==> config.mk <==
export PLATFORM = sky130hd
export DESIGN_NAME = carry_chain_adder_pipe
export DESIGN_NICKNAME = d
export VERILOG_FILES = /design/src/rtl/carry_chain_adder_pipe.sv
export SDC_FILE = /design/constraint.sdc
export NUM_CORES = 1
export LEC_CHECK = 0
export BUFFER_PORTS_ARGS = -buffer_cell sky130_fd_sc_hd__buf_2
export CORE_MARGIN = 8
export CORE_UTILIZATION = 53
export CTS_CLUSTER_DIAMETER = 150
export DETAILED_ROUTE_END_ITERATION = 10
export PLACE_DENSITY = 0.77
export SLEW_MARGIN = 25
export SYNTH_ARGS = -nofsm -noshare
export SYNTH_HDL_FRONTEND = slang
export SYNTH_SLANG_ARGS = --single-unit
==> constraint.sdc <==
create_clock -name clk -period 3.4 [get_ports clk]
set_input_delay 0 -clock clk [delete_from_list [all_inputs] [get_ports clk]]
set_output_delay 0 -clock clk [all_outputs]
set_load 0.005 [all_outputs]
==> src/rtl/carry_chain_adder_pipe.sv <==
// Pipelined add/sub built from cascaded 4-bit carry slices, one STAGE_BITS
// slice per stage, with triangular input skew and output de-skew.
module carry_chain_adder_pipe #(
  parameter int WIDTH      = 32,
  parameter int STAGE_BITS = 8
) (
  input  logic             clk,
  input  logic             rst_n,
  input  logic             in_valid,
  output logic             in_ready,
  input  logic [WIDTH-1:0] in_a,
  input  logic [WIDTH-1:0] in_b,
  input  logic             in_ci,
  input  logic             in_sub,
  output logic             out_valid,
  input  logic             out_ready,
  output logic [WIDTH-1:0] out_sum,
  output logic             out_co,
  output logic             out_ovf
);
  localparam int NSTAGES = WIDTH / STAGE_BITS;
  localparam int SB      = STAGE_BITS;

  logic               adv;
  logic [WIDTH-1:0]   b_eff;
  logic [NSTAGES-1:0] vld_q;
  logic [NSTAGES-1:0] cy;

  assign adv       = !out_valid || out_ready;
  assign in_ready  = adv;
  assign out_valid = vld_q[NSTAGES-1];
  assign out_co    = cy[NSTAGES-1];
  assign b_eff     = in_sub ? ~in_b : in_b;

  // One 4-bit carry slice: O = S ^ C, CO = S ? CI : DI.
  function automatic logic [4:0] carry4(
    input logic [3:0] s,
    input logic [3:0] di,
    input logic       ci
  );
    logic [4:0] c;
    logic [3:0] o;
    c[0] = ci;
    for (int i = 0; i < 4; i++) begin
      o[i]   = s[i] ^ c[i];
      c[i+1] = s[i] ? c[i] : di[i];
    end
    return {c[4], o};
  endfunction

  always_ff @(posedge clk or negedge rst_n) begin
    if (!rst_n) begin
      vld_q <= '0;
    end else if (adv) begin
      vld_q[0] <= in_valid;
      for (int k = 1; k < NSTAGES; k++) begin
        vld_q[k] <= vld_q[k-1];
      end
    end
  end

  for (genvar k = 0; k < NSTAGES; k++) begin : g_stg
    logic [SB-1:0] a_op;
    logic [SB-1:0] b_op;
    logic [SB-1:0] s_w;
    logic          ci_op;
    logic          co_w;
    logic          cc;
    logic [4:0]    r4;
    logic          c_q;
    logic [SB-1:0] d_q [NSTAGES-k];

    if (k == 0) begin : g_in
      assign a_op  = in_a[SB-1:0];
      assign b_op  = b_eff[SB-1:0];
      assign ci_op = in_ci;
    end else begin : g_skew
      logic [SB-1:0] a_q [k];
      logic [SB-1:0] b_q [k];

      always_ff @(posedge clk or negedge rst_n) begin
        if (!rst_n) begin
          for (int j = 0; j < k; j++) begin
            a_q[j] <= '0;
            b_q[j] <= '0;
          end
        end else if (adv) begin
          a_q[0] <= in_a[k*SB +: SB];
          b_q[0] <= b_eff[k*SB +: SB];
          for (int j = 1; j < k; j++) begin
            a_q[j] <= a_q[j-1];
            b_q[j] <= b_q[j-1];
          end
        end
      end

      assign a_op  = a_q[k-1];
      assign b_op  = b_q[k-1];
      assign ci_op = cy[k-1];
    end

    always_comb begin
      cc  = ci_op;
      r4  = '0;
      s_w = '0;
      for (int n = 0; n < SB/4; n++) begin
        r4 = carry4(a_op[n*4 +: 4] ^ b_op[n*4 +: 4],
                    a_op[n*4 +: 4], cc);
        s_w[n*4 +: 4] = r4[3:0];
        cc = r4[4];
      end
      co_w = cc;
    end

    always_ff @(posedge clk or negedge rst_n) begin
      if (!rst_n) begin
        c_q <= 1'b0;
        for (int j = 0; j < NSTAGES-k; j++) begin
          d_q[j] <= '0;
        end
      end else if (adv) begin
        c_q    <= co_w;
        d_q[0] <= s_w;
        for (int j = 1; j < NSTAGES-k; j++) begin
          d_q[j] <= d_q[j-1];
        end
      end
    end

    assign cy[k]               = c_q;
    assign out_sum[k*SB +: SB] = d_q[NSTAGES-k-1];

    if (k == NSTAGES-1) begin : g_ovf
      logic ov_q;
      // carry into the MSB is S ^ O at that bit
      always_ff @(posedge clk or negedge rst_n) begin
        if (!rst_n) begin
          ov_q <= 1'b0;
        end else if (adv) begin
          ov_q <= co_w ^ (a_op[SB-1] ^ b_op[SB-1] ^ s_w[SB-1]);
        end
      end
      assign out_ovf = ov_q;
    end
  end

endmodule

==> impl_results.md, run 1 <==
- Root Buffer: clkbuf_16
- Sequential power share: 0.426
- CTS tree: done
- Clock Skew: 0.007963 ns
- 1st-iter DRT viols: 394
- Critical path class: reg2reg
- Post-Synth XOR/XNOR Area: 0.08671
- Post-synth EDFFs: 0
- Register area: 4629 um2
- Final slew viol count: 0
- Clock power frac: 0.235
- Avg WL per Cell: 13.42 um
- Site Rows: 47
- Fin util: 0.6434
- Flops & latches, synth: 185
- WL met2: 8693 um
- Psw: 3.074 mW
- Fin crit share: 0.9528
- CP endpoint kind: register
- Die height: between 100 and 150 um
- Peak VDD IR: between 0.3 and 0.4 mV
- Routed Wire Length: 17810 um
- Post-Syn Nets: approximately 1000
- First-pass DRT Iterations: 5
- Startpoint types: register
- Post-synthesis mux area share: 0
- Most common flop cell mapped by yosys: dfrtp_1
- Worst-case reg-to-reg path depth: 9
- Most frequent cells in the layout: nand2_1 (424), dfrtp_1 (185), buf_2 (104)
- R2r startpoint: g_stg[1].a_op[0]$_DFFE_PN0P_
- Synth warn: 0
- First-pass GRT wire length: about 30000 um
- Sw Share: 0.3428
- Final setup violation count: 0
- Compound-Gate Fraction of Synth Area: 0.08253
- Largest family of logic cells by synthesized area: simple AND/OR/NAND/NOR gates
- I/O pin count: about 110
- Relative slew slack: 0.3984
- Worst-path fanout max: 3
- Fill cells: 1332
- Worst Tran Pin Value: 0.9024 ns
- Detailed-route DRC error count: 0
- Grt ovf: 0
- Critical Path AT: 3.52 ns
- CTS sink count: ~190
- Mean Syn Cell Area: a little under 9 um2
- Largest net degree at the start of global routing: about 140
- Starting Density: 0.5333
- Clk pin slew, worst setup/hold paths: ~0.070 ns
- Distinct cell type count after synthesis: 53
- Worst setup path end: g_stg[1].d_q[23]$_DFFE_PN0P_
- CTS H-tree lvls: 4
- Highest routed layer: met4
- Max-Cap Viols: 0
- Core region area: about 16000 um2
- Input/output buffers: 105
- Reg-to-reg slack, setup: 0.16 ns
- Commonest non-fill, non-tap cell in the layout: nand2_1
- Total GRT Usage: 0.1806
- Die Wd: 144.0 um
- Total CTS buffers: 17
- Area of placed instances: between 9000 and 10000 um2
- Design Area, Final: approximately 10000 um2
- Die ar.: 20740 um2
- FMAX: 308.7 MHz
- Internal Power: 5.894 mW
- Syn Inst Count: 974
- WP data required: 3.68 ns
- Static Leak: just over 5 nW
- Routed vias: roughly 6600
- Final hold vios: 0
- Mapped cell area: 8687 um2
- Vias per Instance: 4.937
- Power density over the cells: 855.6 nW/um2
- Routability cong.: approximately 0.86
- Nets: 1169
- CP Launch Point: g_stg[1].a_op[0]$_DFFE_PN0P_
- Final min period: 3.240 ns
- Status: completed
- Initial antenna violation count: 1
- Layout cells sized above 1: 0.1582
- Simple-gate share of the synthesized area: 0.2165
- Multi-input gate area: 3647 um2
- Worst Hold Class: in2reg
- Post-synth ARST share: 1.000
- RSZ-0062 raised after global routing: no
- Met1 WL: roughly 8100 um
- Reg2Reg Capture Point: g_stg[1].d_q[23]$_DFFE_PN0P_
- Clock latency on the worst-skew pair: 0.42 ns
- CTS max path bufs: 2
- Comb pwr share: 0.339
- Adder-cell area share of the yosys netlist: 0.03154
- Part of the Yosys area used for sequential elements: 0.5329
- Vias in the first global route: 6416
- Antenna viol nets, final: 0
- Area grow syn2layout: 20.65%
- Hpwl dp: between 10000 and 15000 um
- Met3 wire length: 707 um
==> routing by layer <==
layer  vias up  global-route usage
met5         -                   0
met4         0             0.06696
met3        22             0.03731
met2       113              0.2948
met1      3094              0.2331
li1       3322                   -
==> power by group through the flow <==
stage               Combinational [mW]  Clock [mW]  Sequential (mW)
floorplan                         2.31           0             3.71
global placement                  2.88           0             3.80
detailed placement                2.98           0             3.86
CTS                               3.08        2.15             3.83
global route                      3.49        2.23             3.95
finish                            3.04        2.11             3.82
==> worst min path at each step <==
stage / from / end / slack [ns] / cells past startpoint
after floorplan: rst_n / g_stg[0].c_q$_DFFE_PN0P_ / -0.30 / 0
after global placement: rst_n / out_sum[11]$_DFFE_PN0P_ / 0.18 / 1
after detailed placement: rst_n / out_sum[12]$_DFFE_PN0P_ / 0.17 / 1
after CTS: in_a[2] / g_stg[0].d_q[26]$_DFFE_PN0P_ / 0.02 / 4
after global routing: in_a[6] / g_stg[0].d_q[30]$_DFFE_PN0P_ / 0.05 / 4
final: in_ci / g_stg[0].d_q[24]$_DFFE_PN0P_ / 0.03 / 4
==> sequential cells by signal (all words and copies together) (netlist names) <==
register	flops
out_co	1
out_sum	24
g_stg.g_skew.a_q	24
vld_q	4
g_stg.d_q	56
out_ovf	1
g_stg.b_op	24
g_stg.g_skew.b_q	24
g_stg.a_op	24
g_stg.c_q	3
==> worst max-delay path, stage by stage, from the launching register on <==
cell	delay [ns]
dfrtp_1	0.39
maj3_1	0.39
maj3_2	0.34
maj3_1	0.38
fa_2	0.36
maj3_2	0.34
maj3_2	0.34
maj3_2	0.34
xnor2_1	0.15
o21ai_0	0.08
==> what timing repair did <==
action | CTS | global route
resized for setup | 3 | 4
setup buffers | 2 | 0
pin swaps | 0 | 1
hold buffers | 52 | 0
endpoints found under the hold margin | 171 | 0
endpoints found under the setup margin | 4 | 4
==> cell type report <==
| cell class | instances | share of cell area |
|---|---|---|
| multi-input cells | 703 | 0.3480 |
| repair buffers | 179 | 0.1200 |
| diodes | 1 | 0.0002387 |
| flip-flops and latches | 185 | 0.4417 |
| inverters | 9 | 0.003462 |
| well taps | 220 | 0.02626 |
| clock buffers | 20 | 0.04453 |
| clock inverters | 10 | 0.01588 |
==> kinds of logic (layout without fill, tap and decap cells) <==
group | count (synthesis) | in the layout
xor gates and xnor gates | 86 | 86
and+or+nand+nor | 478 | 478
buffers and inverters | 86 | 218
other | 0 | 1
DFF | 185 | 185
AOI/OAI and AO/OA | 115 | 115
adders and majority gates | 24 | 24
==> through the flow <==
stage                     setup WS, ns  power (mW)  setup TNS (ns)  hold slack, ns  cells
after CTS                      0.01962       9.059               0         0.02040   1326
after global routing           0.02481       9.673               0         0.04563   1327
final                           0.1603       8.968               0         0.02822   1327
after floorplan              0.0006046       6.019               0         -0.2956    974
after detailed placement      -0.09247       6.835         -0.2890          0.1691   1242
after global placement        -0.03500       6.679        -0.04192          0.1766   1242
==> synth_stat cells, drive strengths merged (2+ instances only) <==
master   number  area share
dfrtp       185        0.53
o221ai        2      0.0027
nor3          2      0.0012
nand3         4      0.0023
o211ai        2      0.0023
o21ai        53       0.031
xor2         28       0.028
a211o         2      0.0020
xnor2        58       0.058
nand2b        9      0.0065
maj3         20       0.023
buf          40       0.030
o22ai         3      0.0022
o31ai         3      0.0026
clkbuf       37       0.016
a31oi         6      0.0043
nor2         19      0.0082
o2111ai       3      0.0030
and2          4      0.0029
fa            3      0.0069
nor2b         4      0.0029
inv           9      0.0039
nand2       424        0.18
a211oi        5      0.0049
a21oi        24       0.014
nand4         4      0.0029
Power figures use the tool's default switching activity.
==> run 2: changes to the inputs <==
Settings changed: ABC_CLOCK_PERIOD_IN_PS set to 4100, CORE_UTILIZATION 53 to 63, PLACE_DENSITY 0.77 to 0.85.
Clock period 3.4 ns to 4.1 ns, I/O delays scaled along.
==> impl_results.md, run 2 (synthesis gave the netlist of run 1 again) <==
- Vias in the first global route: 6647 (+3.6%)
- Largest stage delay on the critical path: 0.44 ns (+0.05 ns)
- Peak VDD IR: 0.3705 mV (-2.5%)
- Non-filler instance count after layout: 1272 (-4.1%)
- Psw: 2.571 mW (-16%)
- FMAX: 266.9 MHz (-14%)
- CTS sink count: 185 (unchanged)
- RSZ-0062 raised after global routing: no
- Worst-path fanout max: 3 (unchanged)
- Detailed-route DRC error count: 0 (unchanged)
- Largest register FFs: 56 (unchanged)
- Fin util: 0.7456 (+0.1021)
- Final hold vios: 0 (unchanged)
- Vias per Instance: 5.264 (+6.6%)
- CTS max path bufs: 2 (unchanged)
- Routed Wire Length: 18290 um (+2.7%)
- Clock power frac: 0.218 (-0.017)
- Max-Cap Viols: 0 (unchanged)
- CP endpoint kind: register
- Total power: 7.160 mW (-20%)
- # Post-CTS Setup Buffers: 0 (-2)
- Site Rows: 43 (-8.5%)
- Fin crit share: 0.9139 (-0.03893)
- Grt ovf: 0 (unchanged)
- Min Hold Slack: 0.02637 ns (-0.001849 ns)
- Setup_tns: 0 ns (unchanged)
- Final slew viol count: 0 (unchanged)
- Starting Density: 0.6357 (+0.1024)
- Die Wd: 133.4 um (-7.4%)
- First-pass DRT Iterations: 4 (-1)
- CP bufs+invs: 0 (unchanged)
- Crit. path cell count: 9 (unchanged)
- Commonest non-fill, non-tap cell in the layout: nand2_1
- Reg2Reg Capture Point: g_stg[1].c_q$_DFFE_PN0P_
- Internal Power: 4.590 mW (-22%)
- Cell mode on critical path: maj3_1
- Routed vias: 6696 (+2.2%)
- CTS H-tree lvls: 4 (unchanged)
- WP data required: 4.39 ns (+0.71 ns)
- Worst Hold Class: in2reg
- Slowest-stage cell, CP: maj3_1
- Clock latency on the worst-skew pair: 0.42 ns (about the same)
- Sw Share: 0.3590 (+0.01624)
- Hold Path Cell Cnt: 4 (unchanged)
- Most frequent cells in the layout: nand2_1 (424), dfrtp_1 (185), buf_2 (104)
- Total GRT Usage: 0.2122 (+0.03160)
- Hold_buf cts: 51 (-1.9%)
- Largest net degree at the start of global routing: 217 (+56%)
- Startpoint types: register
- Routability cong.: 0.8528 (-0.48%)
- Antenna viol nets, final: 0 (unchanged)
- Static Leak: 4.990 nW (-2.5%)
- Final setup violation count: 0 (unchanged)
- Sequential power share: 0.446 (+0.020)
- Total CTS buffers: 17 (unchanged)
- Root Buffer: clkbuf_16
- Clock Skew: 0.01076 ns (+0.002799 ns)
- Avg WL per Cell: 14.38 um (+7.1%)
- CTS tree: done
- Critical Path AT: 4.04 ns (+0.52 ns)
- Nets: 1152 (-1.5%)
- Input/output buffers: 105 (unchanged)
- CP delay by family, top: adder cells
- Reg-to-reg slack, setup: 0.35 ns (+0.19 ns)
- Hpwl dp: 10770 um (-3.1%)
- CP Launch Point: g_stg[0].c_q$_DFFE_PN0P_
- First-pass GRT wire length: 30960 um (+3.4%)
- Die height: 133.4 um (-7.4%)
- 1st-iter DRT viols: 496 (+26%)
- Worst-case reg-to-reg path depth: 9 (unchanged)
- Layout cells sized above 1: 0.1375 (-0.02074)
- Initial antenna violation count: 1 (unchanged)
- Post-placement cell count: 1188 (-4.3%)
- Power density over the cells: 702.8 nW/um2 (-18%)
- Relative slew slack: 0.3782 (-0.02027)
- Largest reg by FF count: g_stg.d_q
- Area grow syn2layout: 17.28%
- I/O pin count: 106 (unchanged)
- Die ar.: 17800 um2 (-14%)
- Comb pwr share: 0.336 (-0.003)
- Core region area: 13670 um2 (-16%)
- Final min period: 3.747 ns (+0.5074 ns)
- Critical path class: reg2reg
- Worst setup path end: g_stg[1].c_q$_DFFE_PN0P_
- CP Cell Sequence: maj3_1, maj3_1, maj3_1, fa_1, maj3_1, maj3_1, maj3_1, o21ai_0, o21ai_0
- Worst Tran Pin Value: 0.9328 ns (+0.03041 ns)
- R2r startpoint: g_stg[0].c_q$_DFFE_PN0P_
- CTS resizes: 0 (-3)
- Status: completed
- Clk pin slew, worst setup/hold paths: 0.06 ns (about the same)
-- run 2: cell count changes in the layout (fill, tap and decap cells not counted), moves of 2 or more --
cell	previous run	this run
clkinv_2	2	9
maj3_2	9	1
clkbuf_8	4	0
bufinv_16	4	2
maj3_1	11	19
buf_12	3	1
fa_2	2	0
fa_1	1	3
buf_4	19	5
-- run 2: how the worst min path moves through the flow --
stage	start	endpoint	slack, ns
after floorplan	rst_n	g_stg[0].c_q$_DFFE_PN0P_	-0.30
after global placement	in_a[26]	g_stg[3].g_skew.a_q[18]$_DFFE_PN0P_	0.20
after detailed placement	in_a[24]	g_stg[3].g_skew.a_q[16]$_DFFE_PN0P_	0.20
after CTS	in_ci	g_stg[0].d_q[24]$_DFFE_PN0P_	0.02
after global routing	in_ci	g_stg[0].d_q[24]$_DFFE_PN0P_	0.04
final	in_ci	g_stg[0].d_q[24]$_DFFE_PN0P_	0.03
-- run 2: power groups by stage --
stage                     sequential (mW)  clock, mW  combinational (mW)
after CTS                            3.18       1.58                2.43
after floorplan                      3.08          0                1.91
after global placement               3.16          0                2.23
final                                3.19       1.56                2.40
after global routing                 3.30       1.66                2.77
after detailed placement             3.20          0                2.34
-- run 2: worst min-delay path: cells and delay by family --
kind                      cells  cell delay, ns
xor gates and xnor gates      2            0.20
buffers and inverters         1            0.13
AOI/OAI and AO/OA             1            0.07
-- run 2: metrics by stage --
stage,area (um2),setup slack [ns]
after floorplan,8687,0.6372
after global placement,9115,0.5259
after detailed placement,9115,0.4200
after CTS,10180,0.3579
after global routing,10190,0.1841
final,10190,0.3529
-- run 2: routing by layer --
layer / up-vias / routed length (um) / track usage
met4: 0 / 439 / 0.08858
met1: 3196 / 7882 / 0.2660
met5: - / 0 / 0
li1: 3303 / - / -
met3: 35 / 698 / 0.04443
met2: 162 / 9266 / 0.3507
-- run 2: final cells by class --
| cell class | instances | area, um2 |
|---|---|---|
| Sequential cell | 185 | 4629 |
| Multi-Input combinational cell | 703 | 3632 |
| Fill cell | 997 | 3477 |
| Timing Repair Buffer | 162 | 1104 |
| Clock buffer | 18 | 429.2 |
| Tap cell | 180 | 225.2 |
| Clock inverter | 14 | 130.1 |
| Inverter | 9 | 36.28 |
| Antenna cell | 1 | 2.502 |
==> run 3: changes to the inputs <==
Settings changed: ABC_CLOCK_PERIOD_IN_PS 4100 to 3500, CORE_UTILIZATION 63 to 60, CTS_BUF_LIST set to sky130_fd_sc_hd__clkbuf_8, PLACE_DENSITY 0.85 to 0.78.
Clock period 4.1 ns to 3.5 ns, I/O delays scaled along.
==> impl_results.md, run 3 (synthesis gave the netlist of run 1 again) <==
- Worst-path fanout max: 3 (unchanged)
- Vias per Instance: 5.104 (-3.0%)
- Comb pwr share: 0.359 (+0.023)
- Critical path class: reg2reg
- PnR worst setup slack: 0.1192 ns (-0.2338 ns)
- CTS max path bufs: 2 (unchanged)
- CTS tree: done
- Final slew viol count: 0 (unchanged)
- Total CTS buffers: 17 (unchanged)
- Max-Cap Viols: 0 (unchanged)
- Worst-case reg-to-reg path depth: 9 (unchanged)
- Core region area: 14310 um2 (+4.7%)
- 1st-iter DRT viols: 408 (-18%)
- Largest register FFs: 56 (unchanged)
- Clock power frac: 0.185 (-0.033)
- Status: completed
- Most frequent cells in the layout: nand2_1 (424), dfrtp_1 (185), buf_2 (104)
- CP endpoint kind: register
- WP data required: 3.82 ns (-0.57 ns)
- Detailed-route DRC error count: 0 (unchanged)
- Power density over the cells: 793.7 nW/um2 (+13%)
- Largest stage delay on the critical path: 0.41 ns (-0.03 ns)
- Largest net degree at the start of global routing: 217 (unchanged)
- Reg2Reg Capture Point: g_stg[1].d_q[23]$_DFFE_PN0P_
- Vias in the first global route: 6306 (-5.1%)
- Area grow syn2layout: 18.03%
- Setup_tns: 0 ns (unchanged)
- I/O pin count: 106 (unchanged)
- Sequential power share: 0.456 (+0.010)
- Static Leak: 5.020 nW (+0.60%)
- Crit. path cell count: 9 (unchanged)
- Avg WL per Cell: 13.64 um (-5.1%)
- Slowest-stage cell, CP: dfrtp_1
- First-pass DRT Iterations: 4 (unchanged)
- Initial antenna violation count: 0 (-1)
- CP Cell Sequence: maj3_2, maj3_1, maj3_1, fa_2, maj3_1, maj3_2, maj3_2, xnor2_1, o21ai_0
- Relative slew slack: 0.4244 (+0.04627)
- Worst setup path end: g_stg[1].d_q[23]$_DFFE_PN0P_
- Final setup violation count: 0 (unchanged)
- Ant. Diodes: 0 (-1)
- Clock Skew: 0.01126 ns (+0.0004943 ns)
- Die ar.: 18580 um2 (+4.4%)
- CTS H-tree lvls: 4 (unchanged)
- Hold Path Cell Cnt: 5 (+1)
- CP bufs+invs: 0 (unchanged)
- Reg-to-reg slack, setup: 0.12 ns (-0.23 ns)
- Starting Density: 0.6069 (-0.02878)
- First-pass GRT wire length: 29440 um (-4.9%)
- Sw Share: 0.3599 (+0.0008676)
- Internal Power: 5.209 mW (+14%)
- CTS sink count: 185 (unchanged)
- FMAX: 295.8 MHz (+11%)
- Die height: 136.3 um (+2.2%)
- Largest reg by FF count: g_stg.d_q
- CP Launch Point: g_stg[1].a_op[0]$_DFFE_PN0P_
- Worst Hold Class: in2reg
- Total GRT Usage: 0.1979 (-0.01429)
- Worst Tran Pin Value: 0.8634 ns (-0.06941 ns)
- Peak VDD IR: 0.4056 mV (+9.5%)
- Routed vias: 6605 (-1.4%)
- Fin util: 0.7163 (-0.02921)
- Routability cong.: 0.8581 (+0.62%)
- Clk pin slew, worst setup/hold paths: 0.09 ns (+0.03 ns)
- Input/output buffers: 105 (unchanged)
- Commonest non-fill, non-tap cell in the layout: nand2_1
- CP delay by family, top: adder cells
- Critical Path AT: 3.70 ns (-0.34 ns)
- Site Rows: 44 (+2.3%)
- Routed Wire Length: 17650 um (-3.5%)
- Psw: 2.929 mW (+14%)
- Layout cells sized above 1: 0.1532 (+0.01566)
- Fin crit share: 0.9660 (+0.05204)
- Fill cells: 1113 (+12%)
- Final min period: 3.381 ns (-0.3662 ns)
- Nets: 1171 (+1.6%)
- Hpwl dp: 10750 um (-0.15%)
- Grt ovf: 0 (unchanged)
- Root Buffer: clkbuf_8
- Startpoint types: register
- Clock latency on the worst-skew pair: 0.46 ns (+0.04 ns)
- Final hold vios: 0 (unchanged)
- Die Wd: 136.3 um (+2.2%)
- Antenna viol nets, final: 0 (unchanged)
- R2r startpoint: g_stg[1].a_op[0]$_DFFE_PN0P_
- RSZ-0062 raised after global routing: no
- Worst slack, placed: -0.08236 ns (-0.5023 ns)
-- run 3: power by group through the flow --
stage	Sequential [mW]	Clock, mW	Combinational (mW)
6_report	3.71	1.50	2.92
5_1_grt	3.83	1.61	3.34
4_1_cts	3.71	1.54	2.95
3_5_place_dp	3.74	0	2.86
3_3_place_gp	3.70	0	2.75
2_1_floorplan	3.60	0	2.24
-- run 3: worst reg2reg max path, cell delays in order (launching register included) --
cell and delay, ns:
dfrtp_1 0.41, maj3_2 0.35, maj3_1 0.38, maj3_1 0.39
fa_2 0.36, maj3_1 0.40, maj3_2 0.35, maj3_2 0.36
xnor2_1 0.15, o21ai_0 0.08
-- run 3: through the flow --
step	hold slack, ns	std cells	total power, mW	cell area, um2
6_report	0.09999	1294	8.138	10250
2_1_floorplan	-0.2956	974	5.840	8687
5_1_grt	0.09935	1294	8.788	10250
4_1_cts	0.06338	1293	8.194	10240
3_5_place_dp	0.1612	1203	6.604	9228
3_3_place_gp	0.1639	1203	6.447	9228
-- run 3: timing repair --
item	CTS	global route
gates resized for setup	3	6
hold buffers	57	0
endpoints found under the hold margin	161	0
setup buffers	1	1
setup endpoints to repair	4	4
-- run 3: area by class of cell --
type                       count  area, um2  area share
sequential                   185       4629      0.4515
tap                          184      230.2     0.02245
clock inverter                12      150.1     0.01464
clock buffer                  20      275.3     0.02685
timing repair buffer         181       1285      0.1253
inverter                       9      36.28    0.003539
multi-input combinational    703       3647      0.3557
-- run 3: metal layers --
metal,track usage,up-vias,wire [um]
met5,0,-,0
met4,0.08725,0,405
met3,0.04028,38,696
met2,0.3222,124,8613
met1,0.2514,3115,7930
li1,-,3328,-
-- run 3: worst min-delay path by stage --
stage	startpoint	slack (ns)	to
floorplan	rst_n	-0.30	g_stg[0].c_q$_DFFE_PN0P_
global placement	rst_n	0.16	out_sum[11]$_DFFE_PN0P_
detailed placement	rst_n	0.16	out_sum[12]$_DFFE_PN0P_
CTS	out_ready	0.06	g_stg[1].d_q[11]$_DFFE_PN0P_
global route	out_ready	0.1	g_stg[1].d_q[11]$_DFFE_PN0P_
finish	out_ready	0.1	g_stg[1].a_op[4]$_DFFE_PN0P_
